### config.mk
export PLATFORM = sky130hd
export DESIGN_NAME = arrow_queue
export DESIGN_NICKNAME = d
export VERILOG_FILES = /design/src/rtl/arrow_queue.sv
export SDC_FILE = /design/constraint.sdc
export NUM_CORES = 1
export LEC_CHECK = 0
export CAP_MARGIN = 20
export CELL_PAD_IN_SITES_DETAIL_PLACEMENT = 1
export CELL_PAD_IN_SITES_GLOBAL_PLACEMENT = 2
export CORE_MARGIN = 2
export CORE_UTILIZATION = 30
export DETAILED_ROUTE_END_ITERATION = 12
export GPL_TIMING_DRIVEN = 1
export PLACE_DENSITY = 0.83
export SKIP_LAST_GASP = 1
export SYNTH_ARGS = -nofsm -noshare
export SYNTH_HDL_FRONTEND = slang
export SYNTH_SLANG_ARGS = --single-unit
### constraint.sdc
create_clock -name clk -period 4.3 [get_ports clk]
set_input_delay 0.43 -clock clk [delete_from_list [all_inputs] [get_ports clk]]
set_output_delay 0.43 -clock clk [all_outputs]
set_load 0.005 [all_outputs]
### src/rtl/arrow_queue.sv
// Rhythm-game arrow queue: shifts arrows toward the head on each beat and judges button presses.
// Optional combo counter enabled by defining ARROW_QUEUE_COMBO_EN; otherwise combo is tied to 0.
//
// state  | meaning
// IDLE   | not in play; beat and buttons ignored, slots hold rest
// ARMED  | head arrow awaiting a press or the next beat
// JUDGED | press already judged this beat; further presses ignored
module arrow_queue #(
  parameter int DEPTH   = 4,
  parameter int ARROW_W = 4,
  parameter int SCORE_W = 8
) (
  input  logic                     clk,
  input  logic                     rst,
  input  logic                     beat,
  input  logic                     playing,
  input  logic [ARROW_W-1:0]       arrow_in,
  input  logic [3:0]               btn,
  output logic [DEPTH*ARROW_W-1:0] queue_out,
  output logic                     hit,
  output logic                     miss,
  output logic [SCORE_W-1:0]       score,
  output logic [SCORE_W-1:0]       combo
);

  localparam logic [ARROW_W-1:0] CODE_UP    = ARROW_W'(10);
  localparam logic [ARROW_W-1:0] CODE_RIGHT = ARROW_W'(13);
  localparam logic [ARROW_W-1:0] CODE_REST  = ARROW_W'(14);
  localparam logic [SCORE_W-1:0] SCORE_MAX  = '1;

  typedef enum logic [1:0] {
    IDLE,
    ARMED,
    JUDGED
  } state_t;

  state_t             state;
  logic [ARROW_W-1:0] slot_q [DEPTH];

  logic [ARROW_W-1:0] arrow_san;
  logic [ARROW_W-1:0] head_dir;
  logic [3:0]         head_mask;
  logic               head_rest;
  logic               press_ok;
  logic               stop_evt;
  logic               beat_evt;
  logic               press_evt;
  logic               hit_evt;
  logic               miss_evt;

  always_comb begin
    arrow_san = CODE_REST;
    if (arrow_in >= CODE_UP && arrow_in <= CODE_RIGHT) arrow_san = arrow_in;
  end

  // A correct press is exactly the one-hot bit selected by the head direction.
  always_comb begin
    head_dir  = slot_q[0] - CODE_UP;
    head_mask = 4'b0001 << head_dir[1:0];
    head_rest = (slot_q[0] == CODE_REST);
    press_ok  = !head_rest && (btn == head_mask);
  end

  always_comb begin
    stop_evt  = (state != IDLE) && !playing;
    beat_evt  = (state != IDLE) && playing && beat;
    press_evt = (state == ARMED) && playing && !beat && (btn != 4'b0000);
    hit_evt   = press_evt && press_ok;
    miss_evt  = (beat_evt && (state == ARMED) && !head_rest) || (press_evt && !press_ok);
  end

  always_ff @(posedge clk or posedge rst) begin
    if (rst) begin
      state <= IDLE;
      hit   <= 1'b0;
      miss  <= 1'b0;
      score <= '0;
      for (int i = 0; i < DEPTH; i++) slot_q[i] <= CODE_REST;
    end else begin
      hit  <= hit_evt;
      miss <= miss_evt;
      if (hit_evt && score != SCORE_MAX) score <= score + 1'b1;
      case (state)
        IDLE: begin
          if (playing) state <= ARMED;
        end
        ARMED, JUDGED: begin
          if (stop_evt) begin
            state <= IDLE;
            for (int i = 0; i < DEPTH; i++) slot_q[i] <= CODE_REST;
          end else if (beat_evt) begin
            state <= ARMED;
            for (int i = 0; i < DEPTH - 1; i++) slot_q[i] <= slot_q[i+1];
            slot_q[DEPTH-1] <= arrow_san;
          end else if (press_evt) begin
            state <= JUDGED;
          end
        end
        default: state <= IDLE;
      endcase
    end
  end

`ifdef ARROW_QUEUE_COMBO_EN
  always_ff @(posedge clk or posedge rst) begin
    if (rst) begin
      combo <= '0;
    end else if (stop_evt || miss_evt) begin
      combo <= '0;
    end else if (hit_evt && combo != SCORE_MAX) begin
      combo <= combo + 1'b1;
    end
  end
`else
  assign combo = '0;
`endif

  for (genvar g = 0; g < DEPTH; g++) begin : g_pack
    assign queue_out[g*ARROW_W +: ARROW_W] = slot_q[g];
  end

endmodule

==> run_results.csv <==
group,metric,value,unit
run_status,outcome,"finished clean",
synthesis,netlist_instances,127,
critical_path,critical_path_class,"in -> reg",
pwr,cellPowerDensity,450,mW/mm²
layout,multi_input_area,651,µm²
worst_hold_path,hold_class,"reg -> reg",
critical_path,cpMaxStageDelayCell,"or4_4",
layout,n_antenna_cell,0,
floorplan,initial_core_util,30.5,%
timing,max_freq,517,MHz
clock_tree,cts_setup_buffers,0,
synthesis,avgSynthCellArea,11.2,µm²
critical_path,cpPeakStageDelay,570,ps
clock_tree,clk_pin_slew,100,ps
timing,final_max_slew_viol_count,0,
clock_tree,clk_latency,280,ps
timing,hold_viol_final,0,
route,final_antenna_net_count,0,
route,drt-pass1-iter-count,3,
layout,drive_gt1_share,18.6,%
synthesis,ys_types,41,
pwr,irDropWorstVdd,0.000232,V
layout,area_growth,34.7,%
floorplan,core,0.00466,mm²
pwr,leakage,0.797,nW
flow_run,max-cap-violations,0,
timing,timing.hold.ws,475,ps
grt,grt_pass1_wl,5.44,mm
critical_path,worst_setup_path_start_kind,"primary input",
timing,setup_viol_count_final,0,
critical_path,r2r_end,"state[0]",
layout,fillCellCount,513,
floorplan,die_height,72.9,µm
worst_hold_path,whs_endpoint,"queue_out[13]",
clock_tree,numCtsBuffers,3,
route,post_drt_via_cell_ratio,5.03,
critical_path,cp-end-kind,"flip-flop",
grt,grt_usage,13.0,%
worst_hold_path,hold_path_depth,2,
route,drc,0,
synthesis,synthesis.area,0.00142,mm²
grt,grt_overflow,0,
floorplan,io_pins,46,
clock_tree,ctsRootBufferMaster,"clkbuf_8",
place,place_hpwl,2.52,mm
clock_tree,htreeDepth,1,
timing,fin_skew,9.04,ps
worst_hold_path,min_from,"queue_out[13]",
route,wl_per_cell,14.9,µm
floorplan,dieArea,0.00531,mm²
place,place_congestion,0.690,
clock_tree,clockBufferDepth,2,
timing,fin_crit,1930,ps
route,drtIter0Drc,20,
floorplan,die_x,72.9,µm
layout,final_nets,184,
critical_path,r2r-start,"state[1]",
synthesis,ys_seq_area_share,50.3,%
critical_path,reg2reg_depth,7,
grt,antenna_found_initial,0,
floorplan,rows,25,
layout,seqCellArea,716,µm²
grt,grt_max_degree,29,
synthesis,ys.warnings.count,0,
clock_tree,cts_hold_buf,0,
clock_tree,clkSinkCount,28,
critical_path,crit_fanout,4,
route,wirelength,3.29,mm
place,portBuffers,37,
critical_path,r2r_slack,2470,ps
critical_path,worst_ep_arrival_time,2090,ps
synthesis,ys_seq_elements,28,
grt,grt_pass1_vias,1148,
clock_tree,cts_resized,0,
route,num_vias,1111,
timing,tightest_slew,541,ps
timing,final.period_utilization,45.0,%
clock_tree,cts_tree,"done",
timing,fin_setup_tns,0,ps
critical_path,path_cells,"clkdlybuf4s50_1 > or4_4 > nand2_2 > inv_2 > o22ai_2 > mux2_1",
timing,grt_setup_unrepaired,"no",
timing,slew-limit-headroom,63.9,%
critical_path,cp_data_required_time,4460,ps
## cells in the final DEF, fill, tap and decap left out, types with 3 or more instances in the layout
cell type	n
a22o_1	3
o21ai_0	5
nand4_1	3
nor2_1	7
conb_1	8
ha_1	4
o22a_1	8
clkbuf_8	3
inv_1	4
dfstp_2	12
xnor2_1	5
clkdlybuf4s50_1	37
nand2_1	12
dfrtp_1	16
and2_1	3
nand3_1	4
## cells by family after synthesis
kind of cell	count (synthesis)	synth area share, %
other cells	1	0.264
mux	3	2.64
simple gates	43	17.3
buf+inv	14	5.80
fa+ha+maj	4	3.52
xor+xnor	7	4.31
flops	28	50.3
compound gates	27	15.8
## critical path: cells and delay by family
family / cells / cell delay (ps)
compound gates: 1 / 140
simple gates: 2 / 670
mux: 1 / 340
buf+inv: 2 / 500
## routing by layer
| metal | global-route usage [%] | part of all wire, % | up-vias |
|---|---|---|---|
| li1 | - | - | 519 |
| met3 | 2.76 | 4.5 | 2 |
| met1 | 17.4 | 46 | 562 |
| met2 | 21.7 | 49 | 28 |
| met4 | 3.09 | 0.55 | 0 |
| met5 | 0 | 0 | - |
## worst max-delay path by stage
stage,to,start,slack (ps)
after floorplan,state[0],btn[1],2640
after global placement,state[1],btn[1],2130
after detailed placement,state[1],btn[1],2080
after CTS,state[1],btn[1],2380
after global routing,state[1],btn[1],2320
final,state[1],btn[1],2370
## final cells by class
| type | count | share of cell area, % |
|---|---|---|
| sequential | 28 | 37.3 |
| multi-input combinational | 92 | 33.9 |
| timing repair buffer | 38 | 20.8 |
| tap | 54 | 3.52 |
| clock buffer | 4 | 3.46 |
| inverter | 5 | 0.979 |
## state kept, by name, summed over array words and instances (netlist names)
signal	flops
hit	1
miss	1
queue_out	16
score	8
state	2
## metrics by stage
stage,util (%),setup WS [ps],power (W),instance area (µm²),cells
floorplan,-,2640,0.000551,1450,134
global placement,39.1,2130,0.000668,1820,216
detailed placement,39.1,2080,0.000681,1820,216
CTS,40.5,2380,0.000871,1890,220
global route,41.1,2320,0.000921,1920,221
finish,41.1,2370,0.000862,1920,221
## report_power, final
part           leakage [nW]  internal [W]  switching [W]  total [W]
Clock                0.0339      0.000101      0.0000847   0.000186
Sequential            0.346      0.000330      0.0000445   0.000375
Combinational         0.417      0.000154       0.000147   0.000301
## Yosys cell counts (all sizes together)
cell type	n	share of area, %
nor3	3	1.4
xor2	2	1.2
nand4	3	1.3
and3	1	0.44
nor2b	2	0.88
nand2	13	3.6
a21oi	3	1.3
nand2b	1	0.44
mux2	3	2.6
o21ai	5	1.8
and4b	1	0.79
clkbuf	1	0.26
o22ai	1	0.88
o22a	9	5.6
buf	8	4.2
conb	1	0.26
and4bb	1	0.88
nor2	7	1.8
a31oi	2	0.88
dfstp	12	22
inv	5	1.3
a211oi	1	1.4
dfrtp	16	28
xnor2	5	3.1
or4	1	0.79
and3b	1	0.70
a22o	3	1.8
and2	4	1.8
nand3	4	1.4
o211ai	2	1.4
a32o	1	0.70
ha	4	3.5
nor4b	1	1.1
(Power assumes the default switching activity.)
